===== src/rtl/soc_int_handler.sv =====
// soc_int_handler: core-side interrupt handler. Takes pending interrupts at
// instruction boundaries, acknowledges them, and redirects the core to a
// vectored handler. It keeps a {PC, ID} stack so that higher-priority
// interrupts can nest, and it restores the saved PC on mret.
module soc_int_handler #(
  parameter logic [31:0] VECTOR_BASE = 32'h0000_0100,
  parameter int          NEST_DEPTH  = 4
) (
  input  logic        clk,
  input  logic        res,
  input  logic        int_pending,
  input  logic [4:0]  int_id,
  output logic        int_ack,
  output logic [4:0]  int_ack_id,
  input  logic        int_enable,
  input  logic        core_boundary,
  input  logic [31:0] core_pc,
  input  logic        core_mret,
  output logic        int_taken,
  output logic [31:0] int_target,
  output logic        ret_valid,
  output logic [31:0] ret_target,
  output logic        in_service,
  output logic [4:0]  active_id,
  output logic [3:0]  depth,
  output logic        spurious_mret
);

  // The stack storage always has 8 slots, so a 3-bit index addresses it
  // exactly. Only the first NEST_DEPTH slots are ever written.
  localparam int          STACK_SLOTS = 8;
  localparam logic [3:0]  MAX_DEPTH   = 4'(NEST_DEPTH);

  typedef enum logic [1:0] {
    IDLE   = 2'd0,
    ACK    = 2'd1,
    SETTLE = 2'd2
  } state_t;

  state_t      state_reg;
  logic [3:0]  depth_reg;
  logic [4:0]  active_id_reg;
  logic        int_taken_reg;
  logic        int_ack_reg;
  logic [4:0]  int_ack_id_reg;
  logic [31:0] int_target_reg;
  logic        ret_valid_reg;
  logic [31:0] ret_target_reg;
  logic        spurious_mret_reg;

  logic [31:0] pc_stack_reg [STACK_SLOTS];
  logic [4:0]  id_stack_reg [STACK_SLOTS];

  logic        do_take;
  logic        do_pop;
  logic        do_spurious;
  logic [2:0]  push_idx;
  logic [2:0]  pop_idx;
  logic [2:0]  top_after_pop_idx;
  logic [31:0] vector_target;

  // mret has priority over a take. The take is blocked rather than
  // deferred, so it is simply evaluated again in a later cycle.
  assign do_take = (state_reg == IDLE) && int_pending && int_enable && core_boundary
                   && (depth_reg < MAX_DEPTH)
                   && ((depth_reg == 4'd0) || (int_id < active_id_reg))
                   && !core_mret;
  assign do_pop      = core_mret && (depth_reg != 4'd0);
  assign do_spurious = core_mret && (depth_reg == 4'd0);

  assign push_idx          = depth_reg[2:0];
  assign pop_idx           = depth_reg[2:0] - 3'd1;
  assign top_after_pop_idx = depth_reg[2:0] - 3'd2;
  assign vector_target     = VECTOR_BASE + {25'd0, int_id, 2'b00};

  genvar gi;
  generate
    for (gi = 0; gi < STACK_SLOTS; gi++) begin : g_stack
      // Each stack slot captures {PC, ID} when a take pushes into this slot.
      always_ff @(posedge clk) begin
        if (res) begin
          pc_stack_reg[gi] <= '0;
          id_stack_reg[gi] <= '0;
        end else if (do_take && (push_idx == 3'(gi))) begin
          pc_stack_reg[gi] <= core_pc;
          id_stack_reg[gi] <= int_id;
        end
      end
    end
  endgenerate

  // Sequencer: take/ack FSM, stack depth and top ID, registered pulse outputs.
  always_ff @(posedge clk) begin
    if (res) begin
      state_reg         <= IDLE;
      depth_reg         <= '0;
      active_id_reg     <= '0;
      int_taken_reg     <= 1'b0;
      int_ack_reg       <= 1'b0;
      int_ack_id_reg    <= '0;
      int_target_reg    <= '0;
      ret_valid_reg     <= 1'b0;
      ret_target_reg    <= '0;
      spurious_mret_reg <= 1'b0;
    end else begin
      int_taken_reg  <= do_take;
      int_ack_reg    <= do_take;
      int_ack_id_reg <= do_take ? int_id : 5'd0;
      int_target_reg <= do_take ? vector_target : 32'd0;
      ret_valid_reg  <= do_pop;
      ret_target_reg <= do_pop ? pc_stack_reg[pop_idx] : 32'd0;
      if (do_spurious) begin
        spurious_mret_reg <= 1'b1;
      end

      // ACK and SETTLE give the controller time to clear the acknowledged
      // flag before int_pending/int_id are trusted again.
      case (state_reg)
        IDLE:    if (do_take) state_reg <= ACK;
        ACK:     state_reg <= SETTLE;
        SETTLE:  state_reg <= IDLE;
        default: state_reg <= IDLE;
      endcase

      // A push and a pop can never happen in the same cycle, because mret
      // blocks the take.
      if (do_take) begin
        depth_reg     <= depth_reg + 4'd1;
        active_id_reg <= int_id;
      end else if (do_pop) begin
        depth_reg     <= depth_reg - 4'd1;
        active_id_reg <= (depth_reg == 4'd1) ? 5'd0 : id_stack_reg[top_after_pop_idx];
      end
    end
  end

  assign int_taken     = int_taken_reg;
  assign int_ack       = int_ack_reg;
  assign int_ack_id    = int_ack_id_reg;
  assign int_target    = int_target_reg;
  assign ret_valid     = ret_valid_reg;
  assign ret_target    = ret_target_reg;
  assign in_service    = (depth_reg != 4'd0);
  assign active_id     = active_id_reg;
  assign depth         = depth_reg;
  assign spurious_mret = spurious_mret_reg;

endmodule


===== config.mk =====
export PLATFORM = sky130hd
export DESIGN_NAME = soc_int_handler
export DESIGN_NICKNAME = d
export VERILOG_FILES = /design/src/rtl/soc_int_handler.sv
export SDC_FILE = /design/constraint.sdc
export NUM_CORES = 1
export LEC_CHECK = 0
export BUFFER_PORTS_ARGS = -buffer_cell sky130_fd_sc_hd__buf_4
export CORE_AREA = 4 4 169 171
export CTS_BUF_LIST = sky130_fd_sc_hd__clkbuf_16
export CTS_CLUSTER_SIZE = 40
export DETAILED_ROUTE_END_ITERATION = 8
export DIE_AREA = 0 0 173 175
export PLACE_DENSITY = 0.8
export SETUP_SLACK_MARGIN = 0.3
export SLEW_MARGIN = 5
export SYNTH_ARGS = -nofsm -noshare
export SYNTH_HDL_FRONTEND = slang
export SYNTH_SLANG_ARGS = --single-unit

===== constraint.sdc =====
create_clock -name clk -period 7.1 [get_ports clk]
set_input_delay 1.065 -clock clk [delete_from_list [all_inputs] [get_ports clk]]
set_output_delay 1.065 -clock clk [all_outputs]
set_load 0.1 [all_outputs]

==> summary.txt, run 1 <==
Status
  – Status: complete, no violations

Die
  – Core area: 0.0269 mm^2
  – Std cell rows: 60
  – # IOs: ~130
  – Die Ht: between 150 and 200 um
  – Die Footprint: slightly above 0.03 mm^2
  – Initial core utilization: 55.0%
  – Die width: about 170 um

Power
  – Pint: 4.23 mW
  – Combinational fraction of design power: between 30% and 40%
  – Leak: 6.54 nW
  – Peak VDD IR: 0.280 mV
  – Pwr Density: between 300 and 400 mW/mm^2
  – Power, Total: about 7 mW
  – Psw: approximately 2.6 mW
  – Sw Ratio: 38.4%
  – Clk pwr share: 26.1%
  – Power share of the sequential group: a little under two fifths

Place
  – HPWL Detailed: 18600 um
  – Pre-CTS setup slack: 3.03 ns
  – PortBufs: 99
  – GP Congestion: 0.862

Timing
  – Clock Skew: around 0.019 ns
  – Crit path time final: ~3.8 ns
  – Share of the clock period used by the worst path: a little over half
  – Endpoints failing setup: 0
  – Hold_ws: 0.471 ns
  – Worst-margin pin slew: about 1.1 ns
  – RSZ-0062 raised after global routing: no
  – Final TNS setup: 0 ns
  – Achievable frequency: ~0.26 GHz
  – Fin worst setup slack: 3.28 ns
  – Slew HR: approximately 23%
  – Fin. Hold Viols: 0
  – Final-report max-slew violation count: 0

Clocking
  – Post-CTS Repair Setup Buffers: 0
  – Resize count post-CTS: 0
  – CTS tree: yes
  – H-Tree Depth: 2
  – CTS root buffer: clkbuf_16
  – CTS Sinks: between 300 and 400
  – Num CTS Buffers: 36
  – Worst-Skew Late Latency: 0.52 ns
  – CTS clock-pin slew for the worst setup and hold paths: 0.06 ns
  – CTS max path bufs: 3
  – Cts hold-fix bufs: 0

Cells and area
  – Reg area: ~0.01 mm^2
  – Syn-to-layout area delta: 16.2%
  – Number of diodes: 0
  – Final net count: between 1k and 1.5k
  – Multi-input gate area: 0.00481 mm^2
  – Final Util: ~64%
  – Max FFs per register: 256
  – Fillers: between 1.5k and 2k
  – Layout cells sized above 1: approximately 23%

Critical path
  – Crit path max-delay family: flip-flops
  – Number of cells on the worst reg-to-reg path: 4
  – Worst R2R End: pc_stack_reg[7][2]
  – Startpoint types: flop
  – CP cell instances: inv_1, ha_2, or3b_1, buf_4
  – Critical-path top delay cell: dfxtp_4
  – Crit path depth: 4
  – Critical path peak fanout: 41
  – Critical Path AT: ~2.8 ns
  – Crit end category: output port
  – CP required: slightly above 6 ns
  – Crit Path Category: flop to output port
  – RR Startpoint: depth[0]
  – Worst path max stage delay: between 0.9 and 1 ns
  – R2r setup slk: about 3.3 ns
  – Number of buffers and inverters on the critical path: 2
  – Crit. Startpoint: depth[0]

Logic synthesis
  – Synth Area in Compound Gates: roughly 2.3%
  – Adder-cell area share of the yosys netlist: approximately 1.2%
  – YS warnings: 0
  – Top cells by area, synth: edfxtp_1, mux4_2, dfxtp_1, and4_1, and2_1
  – XOR/XNOR Fraction of Synth Area: 0.178%
  – Ys async rst share: 0%
  – Primary FF master, synth: edfxtp_1
  – Mapped Area: roughly 0.015 mm^2
  – Synth cell types: 46
  – Mapped Cells: between 900 and 1k
  – Post-Synth Simple-Gate Area: a little over an eighth
  – Main combinational cell family by area after synthesis: simple AND/OR/NAND/NOR gates
  – Leading area contributor after synthesis: edfxtp_1
  – Number of synthesized register bits: 348
  – Post-synthesis mux area share: approximately 11%
  – Post-synth EDFFs: 296
  – Register area share after synthesis: 67.1%
  – Avg Cell Area, Syn: between 15 and 20 um^2
  – Synth top area share: around three fifths

Min path
  – Hold Startpoint: state_reg[1]
  – HP Class: flop to flop
  – Hold Crit Endpoint: state_reg[1]
  – Hold path depth: 1

Global route
  – Global route overflow: 0
  – Number of global-route vias before repair: between 8k and 9k
  – Pin count of the biggest net entering global routing: 88
  – Global-route wire length before repair: around 50000 um
  – Antenna violations before repair: 1
  – Gr usage total: a little over a fifth

Route
  – Drt drc: 0
  – Iter 0 DRT Violations: between 800 and 900
  – Routed len/inst: between 20 and 25 um
  – DRT Pass-1 Iters: 5
  – Post-route ant nets: 0
  – Total wire length: around 32000 um
  – Vias/cell: 5.80
  – DR vias: around 8.6k

Run
  – Max-cap violation count: 0
## cells by family (layout without fill, tap and decap cells)
family	after synthesis	in the layout
AO/OA/AOI/OAI	59	59
XOR/XNOR	3	3
adder cells (fa/ha/maj)	14	14
buffers and inverters	114	192
flip-flops	348	348
multiplexers	75	75
other	1	137
AND/OR/NAND/NOR	316	316
## cells in the mapped netlist (2+ instances only)
master and instances:
dfxtp_1 52, nand3_1 8, and2b_1 2, nand4_1 5, buf_2 6, nor4b_4 2
o21ai_0 3, xnor2_1 2, o221ai_1 6, clkbuf_1 41, and4_1 87, edfxtp_1 296
inv_1 14, and2_1 85, buf_4 49, nor2b_1 6, a21oi_1 41, nor2_4 3
nor2_1 15, nor3_1 12, nand2_1 82, buf_1 3, mux4_2 74, ha_1 14
## worst max path at each step
| stage | slack (ns) | endpoint |
|---|---|---|
| final | 3.28 | in_service |
| after global routing | 3.06 | pc_stack_reg[7][2] |
| after CTS | 3.26 | in_service |
| after detailed placement | 3.03 | pc_stack_reg[3][3] |
| after global placement | 3.11 | pc_stack_reg[3][3] |
| after floorplan | 1.53 | id_stack_reg[0][0] |
## through the flow
step                      instance area (um^2)  instances
after floorplan                          15300       1066
after global placement                   16100       1419
after detailed placement                 16100       1419
after CTS                                17200       1485
after global routing                     17200       1485
final                                    17200       1485
## power by group through the flow
stage / logic [mW] / registers [mW] / clock network [mW]
5_1_grt: 2.66 / 2.59 / 1.91
2_1_floorplan: 1.50 / 3.00 / 0
3_5_place_dp: 2.51 / 2.61 / 0
3_3_place_gp: 2.48 / 2.60 / 0
4_1_cts: 2.52 / 2.57 / 1.82
6_report: 2.52 / 2.56 / 1.79
## final cells by class
cell class,instances,share of cell area [%]
Clock buffer,37,5.39
Inverter,14,0.306
Multi-Input combinational cell,604,28.0
Timing Repair Buffer,112,4.89
Clock inverter,29,1.14
Sequential cell,348,57.8
Tap cell,341,2.48
## layer usage
layer	vias up	wire (um)	global-route usage, %
met1	4371	12300	27.1
met3	62	2330	4.13
met4	2	795	6.39
met2	378	16700	36.7
met5	-	20	0
li1	3795	-	-
## cells in the final DEF, fill, tap and decap left out, types with 2 or more instances in the layout
cell       Yosys  routed
nor3_1        12      12
inv_6          0       3
bufinv_16      0       2
and2_1        85      85
nor2b_1        6       5
and2b_1        2       2
o21ai_4        0       3
buf_4         49     112
a21oi_1       41      41
mux4_2        74      74
ha_1          14      13
nand3_1        8       8
o221ai_1       6       6
nand2_2        1       4
nand4_1        5       5
nor4b_4        2       2
and4_1        87      87
dfxtp_1       52      51
edfxtp_1     296     296
nor2_1        15      15
clkinv_1       0       8
clkinv_2       0       9
inv_1         14      19
conb_1         1     137
clkbuf_16      0      37
nor2_4         3       3
nand2_1       82      79
(Power assumes the default switching activity.)
==> run 2: changes to the inputs <==
--- a/config.mk
+++ b/config.mk
@@ -6,12 +6,12 @@
 export NUM_CORES = 1
 export LEC_CHECK = 0
 export BUFFER_PORTS_ARGS = -buffer_cell sky130_fd_sc_hd__buf_4
-export CORE_AREA = 4 4 169 171
+export CORE_AREA = 4 4 171 173
 export CTS_BUF_LIST = sky130_fd_sc_hd__clkbuf_16
 export CTS_CLUSTER_SIZE = 40
 export DETAILED_ROUTE_END_ITERATION = 8
-export DIE_AREA = 0 0 173 175
-export PLACE_DENSITY = 0.8
+export DIE_AREA = 0 0 175 177
+export PLACE_DENSITY = 0.81
 export SETUP_SLACK_MARGIN = 0.3
 export SLEW_MARGIN = 5
 export SYNTH_ARGS = -nofsm -noshare
==> constraint.sdc (replaced) <==
create_clock -name clk -period 3.25 [get_ports clk]
set_input_delay 0.4875 -clock clk [delete_from_list [all_inputs] [get_ports clk]]
set_output_delay 0.4875 -clock clk [all_outputs]
set_load 0.1 [all_outputs]
==> run 2 against run 1 <==
Compared with the run above: non-clock buffer count up 24; combinational power up 130%; sequential power up 110%; die area up 2.3%; largest cell class unchanged; first-iteration DRC count up 13%; register-to-register slack worse by 2.8 ns.
==> summary.txt, run 2 (synthesis results as in run 1) <==
Status
  – Status: complete, no violations

Global route
  – Pin count of the biggest net entering global routing: 88 (unchanged)
  – Global route overflow: 0 (unchanged)
  – Global-route wire length before repair: 51500 um (+3.3%)
  – Antenna violations before repair: 2 (+1)
  – Number of global-route vias before repair: 9060 (+3.1%)
  – Gr usage total: 21.6% (+0.48 points)

Clocking
  – CTS max path bufs: 3 (unchanged)
  – CTS Sinks: 348 (unchanged)
  – H-Tree Depth: 2 (unchanged)
  – CTS clock-pin slew for the worst setup and hold paths: 0.06 ns (about the same)
  – Cts hold-fix bufs: 0 (unchanged)
  – Resize count post-CTS: 0 (unchanged)
  – CTS tree: yes
  – Worst-Skew Late Latency: 0.52 ns (about the same)
  – Num CTS Buffers: 35 (-2.8%)
  – Post-CTS Repair Setup Buffers: 0 (unchanged)
  – CTS root buffer: clkbuf_16

Cells and area
  – Most frequent cells in the layout: edfxtp_1, conb_1, buf_4
  – Non-filler instance count after layout: 1545 (+4.0%)
  – Final net count: 1196 (+2.0%)
  – Commonest non-fill, non-tap cell in the layout: edfxtp_1
  – Max FFs per register: 256 (unchanged)
  – Syn-to-layout area delta: 18.1%
  – Layout cells sized above 1: 24.2% (+1.2 points)

Route
  – Total wire length: 32700 um (+1.7%)
  – Drt drc: 0 (unchanged)
  – Met3 wire length: 2040 um (-12%)
  – Routed wl met2: 17200 um (+2.9%)
  – Met1 Wirelength: 12300 um (-0.54%)
  – Top layer used by detailed routing: met4
  – Iter 0 DRT Violations: 978 (+13%)
  – Routed len/inst: 21.2 um (-2.3%)
  – DR vias: 8566 (-0.49%)
  – Vias/cell: 5.54 (-4.4%)
  – DRT Pass-1 Iters: 5 (unchanged)
  – Post-route ant nets: 0 (unchanged)

Run
  – Max-cap violation count: 0 (unchanged)

Power
  – Sw Ratio: 37.9% (-0.47 points)
  – Pwr Density: 862 mW/mm^2 (+120%)
  – Peak VDD IR: 0.693 mV (+150%)
  – Psw: 5.70 mW (+120%)
  – Power, Total: 15.1 mW (+120%)
  – Pint: 9.35 mW (+120%)
  – Leak: 6.68 nW (+2.2%)
  – Clk pwr share: 25.2% (-0.9 points)
  – Power share of the sequential group: 36.1% (-1.2 points)
  – Combinational fraction of design power: 38.7% (+2.1 points)

Place
  – Post-placement cell count: 1480 (+4.3%)
  – HPWL Detailed: 20400 um (+9.7%)
  – PortBufs: 99 (unchanged)
  – GP Congestion: 0.843 (-2.2%)

Timing
  – Hold_ws: 0.267 ns (-0.204 ns)
  – Crit path time final: 2.69 ns
  – Worst-margin pin slew: 1.07 ns (-0.0743 ns)
  – Achievable frequency: around 0.37 GHz
  – Slew HR: 28.5% (+5.3 points)
  – RSZ-0062 raised after global routing: no
  – Endpoints failing setup: 0 (unchanged)
  – Fin. Hold Viols: 0 (unchanged)
  – Clock Skew: 0.0173 ns (-0.00133 ns)
  – Share of the clock period used by the worst path: between 80% and 90%
  – Final-report max-slew violation count: 0 (unchanged)
  – Final TNS setup: 0 ns (unchanged)

Die
  – Core area: 0.0276 mm^2 (+2.8%)
  – # IOs: 126 (unchanged)
  – Die Footprint: 0.0310 mm^2 (+2.3%)
  – Initial core utilization: 53.5% (-1.5 points)
  – Die Ht: 177 um (+1.1%)
  – Std cell rows: 61 (+1.7%)
  – Die width: 175 um (+1.2%)

Critical path
  – RR Startpoint: depth[0]
  – CP most frequent cell: ha_1
  – Crit Path Category: flop to flop
  – Startpoint types: flop
  – Crit end category: flop
  – Crit. Startpoint: depth[0]
  – Critical-path top delay cell: ha_1
  – Crit path max-delay family: adder cells
  – Number of buffers and inverters on the critical path: 0 (-2)
  – Worst path max stage delay: 0.88 ns (-0.03 ns)
  – CP cell instances: ha_1, ha_1, a21o_4
  – Critical Path AT: 2.84 ns (+0.08 ns)
  – CP required: 3.40 ns (-2.63 ns)
  – R2r setup slk: 0.56 ns (-2.77 ns)
  – Critical path peak fanout: 37 (-9.8%)

Min path
  – HP Class: input pin to flop
  – Hold Startpoint: core_mret
## run 2: cell type report
type / count / area [um^2]
Antenna cell: 2 / 5.00
Fill cell: 1981 / 10200
Sequential cell: 348 / 9940
Clock buffer: 37 / 926
Inverter: 14 / 52.6
Timing Repair Buffer: 136 / 1070
Multi-Input combinational cell: 604 / 4850
Tap cell: 378 / 473
Clock inverter: 26 / 153
## run 2: path summary, 6_finish.rpt
check	endpoint	cells after the start
max	pc_stack_reg[3][27]	3
min	spurious_mret	3
max reg2reg	pc_stack_reg[3][27]	3
min reg2reg	state_reg[1]	1
## run 2: tightest hold or removal path: stages
cell     delay, ns
buf_4         0.11
a31oi_1       0.07
nor2_1        0.07
## run 2: stage by stage
stage	area (um^2)	setup slack (ns)	util, %
after global routing	17500	0.404	63.2
final	17500	0.562	63.2
after floorplan	15400	0.349	-
after CTS	17500	0.539	63.2
after global placement	16400	0.426	59.3
after detailed placement	16400	0.364	59.3
## run 2: layer usage
metal | track usage, % | up-vias
met1 | 26.8 | 4307
met5 | 0 | -
met4 | 9.66 | 0
met3 | 3.50 | 76
met2 | 37.7 | 340
li1 | - | 3843
## run 2: power by group through the flow
stage               Clock [mW]  Combinational (mW)  Sequential [mW]
floorplan                    0                3.39             6.55
global placement             0                5.74             5.51
detailed placement           0                5.81             5.53
CTS                       3.84                5.84             5.44
global route              4.05                6.17             5.48
finish                    3.79                5.82             5.44
==> run 3: changes to the inputs <==
--- a/config.mk
+++ b/config.mk
@@ -6,12 +6,12 @@
 export NUM_CORES = 1
 export LEC_CHECK = 0
 export BUFFER_PORTS_ARGS = -buffer_cell sky130_fd_sc_hd__buf_4
-export CORE_AREA = 4 4 171 173
+export CORE_AREA = 4 4 169 171
 export CTS_BUF_LIST = sky130_fd_sc_hd__clkbuf_16
 export CTS_CLUSTER_SIZE = 40
 export DETAILED_ROUTE_END_ITERATION = 8
-export DIE_AREA = 0 0 175 177
-export PLACE_DENSITY = 0.81
+export DIE_AREA = 0 0 173 175
+export PLACE_DENSITY = 0.8
 export SETUP_SLACK_MARGIN = 0.3
 export SLEW_MARGIN = 5
 export SYNTH_ARGS = -nofsm -noshare
==> constraint.sdc (replaced) <==
create_clock -name clk -period 2.6 [get_ports clk]
set_input_delay 0.39 -clock clk [delete_from_list [all_inputs] [get_ports clk]]
set_output_delay 0.39 -clock clk [all_outputs]
set_load 0.1 [all_outputs]
==> run 3 against run 2 <==
Compared with the run above: register-to-register slack got worse by 0.16 ns; critical endpoint is now in_service; power increased by 26%; sequential share of layout area decreased by 0.23 points; hold slack got worse by 0.087 ns; core utilization increased by 2.1 points; final area increased by 0.53%; routed wire length decreased by 0.26%; largest cell class unchanged; cell count decreased by 2.3%; critical path type is now flop to output port.
==> summary.txt, run 3 (synthesis results as in run 1) <==
Status
  – Status: complete, no violations

Clocking
  – Post-CTS Repair Setup Buffers: 0 (unchanged)
  – Cts hold-fix bufs: 0 (unchanged)
  – Worst-Skew Late Latency: 0.51 ns (about the same)
  – H-Tree Depth: 2 (unchanged)
  – CTS max path bufs: 3 (unchanged)
  – CTS tree: yes
  – CTS root buffer: clkbuf_16
  – CTS Sinks: 348 (unchanged)
  – CTS clock-pin slew for the worst setup and hold paths: 0.06 ns (about the same)
  – Num CTS Buffers: 36 (+2.9%)

Timing
  – Fin. Hold Viols: 0 (unchanged)
  – Endpoints failing setup: 0 (unchanged)
  – Worst-margin pin slew: 0.681 ns (-0.392 ns)
  – Achievable frequency: approximately 0.45 GHz
  – Share of the clock period used by the worst path: about 86%
  – Final TNS setup: 0 ns (unchanged)
  – Final-report max-slew violation count: 0 (unchanged)
  – Fin worst setup slack: 0.356 ns (-0.205 ns)
  – Crit path time final: approximately 2.2 ns
  – Hold_ws: 0.180 ns (-0.0872 ns)
  – Slew HR: 54.6% (+26 points)
  – RSZ-0062 raised after global routing: no
  – Clock Skew: 0.0164 ns (-0.000888 ns)

Critical path
  – Critical path peak fanout: 6 (-84%)
  – RR Startpoint: active_id[4]
  – R2r setup slk: 0.40 ns (-0.16 ns)
  – Critical Path AT: 1.85 ns (-0.99 ns)
  – Crit end category: output port
  – Startpoint types: flop
  – Worst R2R End: pc_stack_reg[7][31]
  – Crit Path Category: flop to output port
  – Number of cells on the worst reg-to-reg path: 7 (+4)
  – CP required: 2.21 ns (-1.19 ns)

Route
  – Routed len/inst: 21.6 um (+2.1%)
  – Vias/cell: 5.68 (+2.4%)
  – DR vias: 8570 (+0.047%)
  – Drt drc: 0 (unchanged)
  – Total wire length: 32600 um (-0.26%)
  – Post-route ant nets: 0 (unchanged)
  – Iter 0 DRT Violations: 781 (-20%)
  – DRT Pass-1 Iters: 5 (unchanged)

Global route
  – Gr usage total: 21.6% (about the same)
  – Global-route wire length before repair: 50800 um (-1.5%)
  – Global route overflow: 0 (unchanged)
  – Number of global-route vias before repair: 8990 (-0.77%)
  – Pin count of the biggest net entering global routing: 128 (+45%)
  – Antenna violations before repair: 1 (-1)

Place
  – PortBufs: 99 (unchanged)
  – GP Congestion: 0.821 (-2.7%)
  – Dpl cell area: 0.0165 mm^2 (+0.76%)
  – Pre-CTS setup slack: 0.237 ns (-0.127 ns)
  – HPWL Detailed: 19300 um (-5.2%)

Cells and area
  – Final net count: 1199 (+0.25%)
  – Layout cells sized above 1: 25.2% (+0.97 points)
  – Most frequent cells in the layout: edfxtp_1, conb_1, buf_4
  – Syn-to-layout area delta: 18.8%
  – Commonest non-fill, non-tap cell in the layout: edfxtp_1
  – Design Area, Final: 0.0176 mm^2 (+0.53%)
  – Fillers: 1889 (-4.6%)
  – Max FFs per register: 256 (unchanged)

Min path
  – HP Class: input pin to flop
  – Hold Crit Endpoint: spurious_mret
  – Hold path depth: 3 (unchanged)
  – Hold Startpoint: core_mret

Die
  – Initial core utilization: 55.0% (+1.5 points)
  – Core area: 0.0269 mm^2 (-2.7%)
  – Die Ht: 175 um (-1.1%)
  – Die Footprint: 0.0303 mm^2 (-2.3%)
  – # IOs: 126 (unchanged)
  – Std cell rows: 60 (-1.6%)
  – Die width: 173 um (-1.1%)

Run
  – Max-cap violation count: 0 (unchanged)

Power
  – Pwr Density: 1080 mW/mm^2 (+25%)
  – Leak: 6.73 nW (+0.79%)
  – Peak VDD IR: 0.963 mV (+39%)
[run 3: changes by cell type in the layout (fill, tap and decap cells not counted), sizes merged]
cell	delta
inv	+2
bufinv	-2
clkinvlp	+1
buf	+2
diode	-1
[run 3: final cells by class]
cell class,count,area (um^2),share of cell area (%)
Timing Repair Buffer,138,1190,6.77
Clock buffer,37,926,5.27
Sequential cell,348,9950,56.7
Clock inverter,27,115,0.655
Tap cell,341,427,2.43
Antenna cell,1,2.50,0.0142
Inverter,14,57.6,0.328
Multi-Input combinational cell,604,4900,27.9
[run 3: through the flow]
step | cells | util, % | power (mW)
5_1_grt | 1510 | 65.4 | 19.8
4_1_cts | 1509 | 65.3 | 19.0
3_3_place_gp | 1445 | 61.4 | 14.3
3_5_place_dp | 1445 | 61.4 | 14.4
2_1_floorplan | 1066 | - | 12.6
6_report | 1510 | 65.4 | 18.9
[run 3: per-layer routing]
metal | global-route usage (%) | vias to the layer above | wire length, um
met5 | 0 | - | 0
met4 | 8.21 | 0 | 909
met3 | 3.68 | 64 | 2170
met2 | 39.0 | 391 | 17600
met1 | 26.0 | 4257 | 12000
li1 | - | 3858 | -
[run 3: critical path: stages, from the launching register on]
cell,delay (ns)
dfxtp_4,0.37
inv_2,0.12
ha_4,0.19
or3b_4,0.45
buf_6,0.21
[run 3: timing repair]
action / CTS / global route
endpoints found under the setup margin: 1 / 17
endpoints found under the hold margin: 0 / 0
gates resized for setup: 1 / 2
[run 3: how the worst max path moves through the flow]
stage	startpoint	endpoint	slack (ns)	cells after the start
global placement	int_id[4]	pc_stack_reg[7][29]	0.27	7
finish	depth[1]	in_service	0.36	4
detailed placement	int_id[4]	pc_stack_reg[7][29]	0.24	7
CTS	depth[1]	in_service	0.30	4
floorplan	depth[0]	id_stack_reg[0][0]	-0.14	8
global route	depth[1]	in_service	0.30	4
[run 3: power by group]
part | switching [mW] | total [mW] | internal [mW] | leakage [nW]
sequential | 0.246 | 6.82 | 6.57 | 3.43
clock | 2.00 | 4.57 | 2.57 | 0.565
combinational | 4.99 | 7.55 | 2.56 | 2.74
total | 7.24 | 18.9 | 11.7 | 6.73
